**src/rtl/ram_arb_pkg.sv**
```systemverilog
// Shared types for the scalar data-RAM port arbiter: FSM states, the
// read-return owner tag, and the burst length decode.
package ram_arb_pkg;

    typedef enum logic {
        IDLE,
        BURST
    } arb_state_t;

    // Who issued the read whose data appears on ram_q this cycle.
    typedef enum logic [1:0] {
        OWN_NONE,
        OWN_CPU,
        OWN_DMA
    } owner_t;

    // A length field of zero stands for the longest burst.
    function automatic int unsigned eff_burst_len(input int unsigned len,
                                                  input int unsigned max_burst);
        return (len == 0) ? max_burst : len;
    endfunction

endpackage

```
**src/rtl/ram_port_arbiter.sv**
```systemverilog
// Arbiter sharing RAM port a between the CPU memory stage and the DMA engine.
// The CPU wins by default. The DMA takes over when the CPU is quiet, or after
// the CPU has been served STARVE_LIMIT cycles in a row with the DMA waiting.
// A granted burst runs to completion and cannot be pre-empted.
//
// state | meaning
// ------+----------------------------------------------------------
// IDLE  | CPU owns the port; a DMA grant may be issued here
// BURST | DMA owns the port, one beat per cycle, CPU stalled
module ram_port_arbiter
    import ram_arb_pkg::*;
#(
    parameter int unsigned ADDR_W       = 16,
    parameter int unsigned DATA_W       = 8,
    parameter int unsigned MAX_BURST    = 16,
    parameter int unsigned STARVE_LIMIT = 4
) (
    input  logic                         clk,
    input  logic                         reset,
    input  logic                         cpu_req,
    input  logic                         cpu_we,
    input  logic [ADDR_W-1:0]            cpu_addr,
    input  logic [DATA_W-1:0]            cpu_wdata,
    output logic                         cpu_stall,
    output logic [DATA_W-1:0]            cpu_rdata,
    output logic                         cpu_rvalid,
    input  logic                         dma_req,
    input  logic                         dma_we,
    input  logic [ADDR_W-1:0]            dma_addr,
    input  logic [$clog2(MAX_BURST)-1:0] dma_len,
    input  logic [DATA_W-1:0]            dma_wdata,
    output logic                         dma_gnt,
    output logic                         dma_beat,
    output logic [DATA_W-1:0]            dma_rdata,
    output logic                         dma_rvalid,
    output logic                         dma_done,
    output logic [ADDR_W-1:0]            ram_address,
    output logic [DATA_W-1:0]            ram_data,
    output logic                         ram_wren,
    input  logic [DATA_W-1:0]            ram_q
);

    localparam int unsigned LEN_W    = $clog2(MAX_BURST);
    localparam int unsigned CNT_W    = LEN_W + 1;
    localparam int unsigned STARVE_W = $clog2(STARVE_LIMIT + 1);
    localparam logic [STARVE_W-1:0] STARVE_MAX = STARVE_W'(STARVE_LIMIT);

    arb_state_t          state;
    owner_t              rd_owner;
    logic [STARVE_W-1:0] starve_cnt;
    logic [CNT_W-1:0]    beats_left;
    logic [ADDR_W-1:0]   burst_addr;
    logic                burst_we;
    logic                dma_win;
    logic                cpu_win;
    logic                last_beat;

    // DMA takes the port from IDLE when the CPU is idle or has starved it long enough.
    assign dma_win   = (state == IDLE) && dma_req &&
                       (!cpu_req || (starve_cnt == STARVE_MAX));
    assign cpu_win   = (state == IDLE) && cpu_req && !dma_win;
    assign last_beat = (state == BURST) && (beats_left == CNT_W'(1));

    assign cpu_rdata  = ram_q;
    assign dma_rdata  = ram_q;
    assign cpu_rvalid = (rd_owner == OWN_CPU);
    assign dma_rvalid = (rd_owner == OWN_DMA);

    // Port mux, grant and stall; held quiet while reset is asserted.
    always_comb begin
        cpu_stall   = 1'b0;
        dma_gnt     = 1'b0;
        dma_beat    = 1'b0;
        ram_address = '0;
        ram_data    = '0;
        ram_wren    = 1'b0;
        if (!reset) begin
            case (state)
                IDLE: begin
                    if (dma_win) begin
                        dma_gnt   = 1'b1;
                        cpu_stall = cpu_req;
                    end else if (cpu_req) begin
                        ram_address = cpu_addr;
                        ram_data    = cpu_wdata;
                        ram_wren    = cpu_we;
                    end
                end
                BURST: begin
                    ram_address = burst_addr;
                    ram_data    = dma_wdata;
                    ram_wren    = burst_we;
                    dma_beat    = 1'b1;
                    cpu_stall   = cpu_req;
                end
                default: begin
                    cpu_stall = cpu_req;
                end
            endcase
        end
    end

    // FSM: latch burst parameters on grant, walk the beats, tag read returns.
    always_ff @(posedge clk or posedge reset) begin
        if (reset) begin
            state      <= IDLE;
            beats_left <= '0;
            burst_addr <= '0;
            burst_we   <= 1'b0;
            rd_owner   <= OWN_NONE;
            dma_done   <= 1'b0;
        end else begin
            rd_owner <= OWN_NONE;
            dma_done <= 1'b0;
            case (state)
                IDLE: begin
                    if (dma_win) begin
                        state      <= BURST;
                        burst_addr <= dma_addr;
                        burst_we   <= dma_we;
                        beats_left <= CNT_W'(eff_burst_len(32'(dma_len), MAX_BURST));
                    end else if (cpu_win && !cpu_we) begin
                        rd_owner <= OWN_CPU;
                    end
                end
                BURST: begin
                    burst_addr <= burst_addr + ADDR_W'(1);
                    beats_left <= beats_left - CNT_W'(1);
                    if (!burst_we) begin
                        rd_owner <= OWN_DMA;
                    end
                    if (last_beat) begin
                        state    <= IDLE;
                        dma_done <= 1'b1;
                    end
                end
                default: begin
                    state <= IDLE;
                end
            endcase
        end
    end

    // Starvation counter: consecutive CPU wins while the DMA is waiting.
    always_ff @(posedge clk or posedge reset) begin
        if (reset) begin
            starve_cnt <= '0;
        end else if (!dma_req || dma_win) begin
            starve_cnt <= '0;
        end else if (cpu_win && (starve_cnt != STARVE_MAX)) begin
            starve_cnt <= starve_cnt + STARVE_W'(1);
        end
    end

endmodule

```
**config.mk**
```make
export PLATFORM = sky130hd
export DESIGN_NAME = ram_port_arbiter
export DESIGN_NICKNAME = d
export VERILOG_FILES = /design/src/rtl/ram_arb_pkg.sv /design/src/rtl/ram_port_arbiter.sv
export SDC_FILE = /design/constraint.sdc
export NUM_CORES = 1
export LEC_CHECK = 0
export BUFFER_PORTS_ARGS = -buffer_cell sky130_fd_sc_hd__buf_2
export CORE_MARGIN = 5
export CORE_UTILIZATION = 41
export DETAILED_ROUTE_END_ITERATION = 10
export GPL_TIMING_DRIVEN = 1
export MAX_ROUTING_LAYER = met4
export PLACE_DENSITY = 0.77
export SLEW_MARGIN = 20
export SYNTH_ARGS = -nofsm -noshare
export SYNTH_HDL_FRONTEND = slang
export SYNTH_SLANG_ARGS = --single-unit
```
**constraint.sdc**
```tcl
create_clock -name clk -period 1.6 [get_ports clk]
set_input_delay 0.08 -clock clk [delete_from_list [all_inputs] [get_ports clk]]
set_output_delay 0.08 -clock clk [all_outputs]
set_load 0.1 [all_outputs]
```
==> impl_results.md, run 1 <==
- Status: finished, violations left
- Violated checks: negative setup slack
- Min-delay src: dma_addr[11]
- Clock sink total: 29
- Most common cell after layout, fill and taps aside: buf_2
- Synthesized instance count: approximately 230
- Final min period: approximately 2100 ps
- Fin nets: 412
- Detailed-route DRC error count: 0
- Worst r2r path cells: 9
- PD cells: roughly 1900 nW/um^2
- Async SR Flop Fraction: between 90% and 100%
- I/O Buffers: 88
- Vias in the first global route: between 2000 and 2500
- Max Transition Viols Final: 0
- Die Y: 81.2 microns
- Reg2reg setup slack: -150 ps
- First-pass DRT Iterations: 4
- Max Clock Freq: 0.474 GHz
- Die area: 6590 sq um
- First-pass GRT wire length: 11600 microns
- Fin. Hold Viols: 0
- Total core area: around 5000 sq um
- Largest net degree at the start of global routing: 30
- Post-synth EDFFs: 0
- Pre-CTS WS: -236 ps
- CP max stage delay: about 360 ps
- H-tree depth: 2
- Most frequent cells in the layout: buf_2 (60), buf_4 (36), buf_12 (31), dfrtp_1 (29), a22o_4 (25)
- Synthesis-to-finish area growth: 78.8%
- Vias: ~2300
- R2r endpoint: burst_addr[8]
- Slew HR: around two thirds
- Total Routed Length: 7370 microns
- Period Utilization, post-route: 132%
- Antenna viol nets, final: 0
- CP top delay family: buffers and inverters
- WP data arrival: between 2000 and 2500 ps
- Critical setup path kind: flop to primary output
- Critical path's slowest cell: dfrtp_1
- Wire per inst: between 15 and 20 microns
- Fillers: around 310
- Avg Cell Area, Syn: roughly 9.1 sq um
- Global placement routability congestion: roughly 0.9
- Most used DFF post-synth: dfrtp_1
- Synth Cell Area: around 2100 sq um
- Initial Util: 41.5%
- Setup ws final: -508 ps
- CP cell instances: inv_2 -> ha_4 -> a21bo_4 -> and3_4 -> nor3_4 -> buf_4 -> buf_6 -> a22o_4 -> buf_12
- Setup crit start kind: flop
- Worst setup startpoint: starve_cnt[1]
- Worst path required time: around 1500 ps
- R2R Path Start: starve_cnt[1]
- Clk slew on worst S/H paths: 70 ps
- Avg Vias per Cell: between 5 and 6
- Diode count: 0
- Skew-Pair Late Insertion Delay: around 280 ps
- Syn nets: 300
- Register area: between 700 and 800 sq um
- Initial antenna violation count: 0
- Setup TNS: -14130 ps
- CTS tree: built
- Area of placed instances: between 3000 and 4000 sq um
- CTS root buf: clkbuf_8
- Multi-input gate area: 1450 sq um
- Max_cap viols: 0
- CP max FO: 5
- Min-Delay Path Class: primary input to flop
- Final HPWL DP: between 5000 and 6000 microns
- Final core occ: approximately three quarters
- Peak supply drop: 1.62 mV
- Synth Register Bits: 29
- Ports: roughly 110
- Crit. End Element: primary output
- Die width: between 80 and 90 microns
- Cts bufs inserted: 5
- Yosys Warn Count: 0
- Fin Clk Skew: about 4.6 ps
- Aggregate global-route resource usage: 23.4%
- Seq/Total Area, Yosys: between 30% and 40%
- Yosys cell types: between 40 and 50
- Share of layout cells above drive strength 1: 57.2%
- Critical path depth: 9
- Overflow left after global routing: 0
- RSZ-0062 raised after global routing: yes
- Clock buffer depth: 2
- Setup Viol. Count Final: 46
- Worst path bufs/invs: 4
- Worst-margin pin slew: slightly below 500 ps
- Leakage Power: roughly 0.0018 uW
- Hold depth: 3
- Hold endpoint: burst_addr[11]
- Total power draw: ~6900 uW
- Detailed router's first-iteration violation count: between 100 and 150
- # rows: 26
- Cell area after layout: 3710 sq um
==> cell families after synthesis <==
kind of cell | synth area share [%]
compound gates | 24.5
xor+xnor | 1.27
fa+ha+maj | 3.01
buf+inv | 11.9
flops | 34.9
mux | 3.92
simple gates | 20.5
==> cell usage after synthesis, types with 3 or more instances <==
cell       n  area [sq um]
buf_6      3          33.8
nor2_1    13          48.8
a221o_1    7          70.1
o21ai_0    5          25.0
buf_2      5          25.0
a22oi_1    6          45.0
nor2b_1    4          25.0
a22o_1    25           219
a21oi_1    6          30.0
mux2i_1    7          70.1
nand3_1   13          65.1
a21o_1     5          37.5
nand2_1   17          63.8
o211ai_1   3          22.5
buf_4     16           120
nor3_1     9          45.0
or3_1      3          18.8
ha_1       5          62.6
clkbuf_1   9          33.8
dfrtp_1   29           726
nand4_1    6          37.5
inv_1      8          30.0
==> worst reg2reg max path, cell delays in order, from the launching register on <==
cell     delay, ps
dfrtp_1        390
inv_2           90
ha_4           140
a21bo_4        110
buf_4          140
a21oi_4         70
buf_6          120
buf_6          130
a21o_1         150
a221o_1        300
==> repair_timing <==
action	in CTS	in global routing
pin swaps	5	2
endpoints found under the hold margin	29	0
hold buffers	1	0
endpoints found under the setup margin	46	49
gates cloned	1	2
buffers inserted	8	4
gates resized for setup	28	13
==> metrics by stage <==
stage,std cells,hold slack (ps)
global placement,389,161
floorplan,229,167
global route,411,20.8
detailed placement,389,161
finish,411,15.8
CTS,406,9.83
==> report_power, final <==
| group | internal (uW) | switching, uW | total (uW) |
|---|---|---|---|
| clock | 341 | 285 | 626 |
| combinational | 2080 | 2880 | 4950 |
| sequential | 1030 | 337 | 1370 |
| total | 3450 | 3500 | 6950 |
==> area by class of cell <==
type / instances / share of cell area, %
well taps: 70 / 2.36
inverters: 8 / 0.809
clock buffers: 7 / 2.32
repair buffers: 139 / 36.1
flip-flops and latches: 29 / 19.5
multi-input cells: 158 / 38.9
==> worst max-delay path by stage <==
stage / endpoint
floorplan: ram_address[0]
global placement: ram_data[7]
detailed placement: ram_data[7]
CTS: ram_address[6]
global route: ram_address[14]
finish: ram_address[14]
==> state kept, by name (all words and copies together) (netlist names) <==
register	count
burst_addr	16
beats_left	5
starve_cnt	3
rd_owner	2
burst_we	1
dma_done	1
state	1
==> metal layers <==
layer	vias to the layer above	global-route usage [%]	share of wire, %
met2	117	39.8	52
met1	1097	26.1	38
met3	21	5.54	7.0
met5	-	-	0
li1	1063	-	-
met4	0	10.1	2.8
Power figures use the tool's default switching activity.
==> inputs of run 2 (changes only) <==
--- a/config.mk
+++ b/config.mk
@@ -11,8 +11,9 @@
 export DETAILED_ROUTE_END_ITERATION = 10
 export GPL_TIMING_DRIVEN = 1
 export MAX_ROUTING_LAYER = met4
-export PLACE_DENSITY = 0.77
+export PLACE_DENSITY = 0.81
 export SLEW_MARGIN = 20
 export SYNTH_ARGS = -nofsm -noshare
 export SYNTH_HDL_FRONTEND = slang
 export SYNTH_SLANG_ARGS = --single-unit
+export TNS_END_PERCENT = 5
==> impl_results.md, run 2 (synthesis results as in run 1) <==
- Worst path bufs/invs: 4 (unchanged)
- Crit. End Element: primary output
- Final min period: 2110 ps (-0.773 ps)
- Global placement routability congestion: 0.934 (+3.8%)
- Clock sink total: 29 (unchanged)
- CTS tree: built
- Max Clock Freq: 0.475 GHz (about the same)
- Setup ws final: -507 ps (+0.773 ps)
- CP max stage delay: 370 ps (about the same)
- Max Transition Viols Final: 0 (unchanged)
- First-pass GRT wire length: 11600 microns (-0.36%)
- Leakage Power: 0.00169 uW (-3.8%)
- Aggregate global-route resource usage: 24.0% (+0.58 points)
- CP max FO: 6 (+1)
- Max reg flops: 16 (unchanged)
- Setup crit start kind: flop
- Min-Delay Path Class: primary input to flop
- # rows: 26 (unchanged)
- CP cell instances: inv_2 -> ha_4 -> a21bo_4 -> and3_4 -> nor3_4 -> buf_12 -> clkbuf_16 -> a22o_4 -> buf_12
- Die Y: 81.2 microns (unchanged)
- Initial Util: 41.5% (unchanged)
- Slew HR: 67.5% (-0.40 points)
- CP top delay family: buffers and inverters
- Worst-margin pin slew: 491 ps (+6.03 ps)
- Period Utilization, post-route: 132% (about the same)
- Cts bufs inserted: 5 (unchanged)
- Critical path's slowest cell: dfrtp_1
- Violated checks: negative setup slack
- Diode count: 0 (unchanged)
- Setup Viol. Count Final: 47 (+2.2%)
- Avg Vias per Cell: 5.71 (+2.1%)
- Worst r2r path cells: 8 (-1)
- Critical setup path kind: flop to primary output
- First-pass DRT Iterations: 4 (unchanged)
- Skew-Pair Late Insertion Delay: 290 ps (about the same)
- Hold depth: 3 (unchanged)
- Fin. Hold Viols: 0 (unchanged)
- Worst path required time: 1520 ps (about the same)
- Antenna viol nets, final: 0 (unchanged)
- CP most frequent cell: buf_12
- Total Routed Length: 7420 microns (+0.62%)
- Fin nets: 397 (-3.6%)
- Area of placed instances: 3250 sq um (-2.3%)
- Wire per inst: 18.7 microns (+4.2%)
- Detailed router's first-iteration violation count: 133 (-8.9%)
- CTS root buf: clkbuf_8
- Initial antenna violation count: 0 (unchanged)
- Cell area after layout: 3590 sq um (-3.2%)
- Biggest regs: burst_addr x16, beats_left x5, starve_cnt x3
- I/O Buffers: 88 (unchanged)
- Setup TNS: -15930 ps (-1800 ps)
- Die area: 6590 sq um (unchanged)
- Share of layout cells above drive strength 1: 53.5% (-3.7 points)
- Overflow left after global routing: 0 (unchanged)
- WP data arrival: 2030 ps (about the same)
- Final HPWL DP: 5210 microns (+2.2%)
- Max_cap viols: 0 (unchanged)
- Most frequent cells in the layout: buf_2 (60), buf_12 (33), dfrtp_1 (29), a22o_4 (25), buf_4 (25)
- Total core area: 5010 sq um (unchanged)
- Ports: 113 (unchanged)
- H-tree depth: 2 (unchanged)
- Critical path depth: 9 (unchanged)
- Clock buffer depth: 2 (unchanged)
- Fillers: 348 (+12%)
- Detailed-route DRC error count: 0 (unchanged)
- Biggest register: burst_addr
- Vias in the first global route: 2423 (-2.2%)
- Most common cell after layout, fill and taps aside: buf_2
- Synthesis-to-finish area growth: 73.0%
- PD cells: 1910 nW/um^2 (+2.1%)
- Largest net degree at the start of global routing: 30 (unchanged)
- Status: finished, violations left
- Reg2reg setup slack: -240 ps (-90 ps)
- Peak supply drop: 1.26 mV (-22%)
- Die width: 81.2 microns (unchanged)
- Clk slew on worst S/H paths: 60 ps (about the same)
- Vias: 2266 (-1.4%)
- Fin Clk Skew: 3.16 ps (-1.42 ps)
- RSZ-0062 raised after global routing: yes
==> run 2: layout make-up <==
class | count | area, sq um | share of cell area, %
multi-input combinational | 158 | 1410 | 39.1
timing repair buffer | 124 | 1240 | 34.6
sequential | 29 | 726 | 20.2
clock buffer | 7 | 96.3 | 2.68
tap | 70 | 87.6 | 2.44
inverter | 8 | 30.0 | 0.836
clock inverter | 1 | 5.00 | 0.139
==> run 2: power breakdown <==
part           total [uW]  internal (uW)  switching (uW)
combinational        4820           1970            2850
sequential           1350           1030             319
clock                 689            388             300
==> run 2: routing by layer <==
metal	GRT usage, %	vias up	part of all wire [%]
li1	-	1037	-
met1	26.4	1070	38
met2	40.6	135	51
met3	6.65	24	7.9
met4	10.3	0	3.0
met5	-	-	0
==> run 2: worst paths after layout <==
path                                from            end
max                        starve_cnt[1]    ram_data[5]
min                          dma_addr[6]  burst_addr[6]
max reg2reg                starve_cnt[1]  burst_addr[3]
min reg2reg                     burst_we    rd_owner[1]
max in group asynchronous          reset  burst_addr[5]
min in group asynchronous          reset  starve_cnt[2]
==> run 2: worst reg2reg max path, cell delays in order (launching register included) <==
cell     delay, ps
dfrtp_1        370
inv_2           70
ha_4           160
a21bo_4        200
and3_4         190
buf_4          130
buf_6          110
buf_12         150
a221o_1        350
==> run 2: timing repair <==
item / CTS / global route
gates cloned: 1 / 1
hold buffers: 2 / 0
setup buffers: 2 / 2
endpoints found under the setup margin: 51 / 48
pin swaps: 3 / 20
resized for setup: 12 / 18
endpoints found under the hold margin: 30 / 0
==> run 2: stage by stage <==
stage               hold slack (ps)  power (uW)  utilization [%]  setup WS [ps]  instances
floorplan                       167        4440                -           -369        229
global placement                161        5740             64.8           -175        381
detailed placement              161        5880             64.8           -272        381
CTS                            11.3        6700             69.5           -607        394
global route                   20.1        7200             71.7           -591        397
finish                         22.5        6860             71.7           -507        397
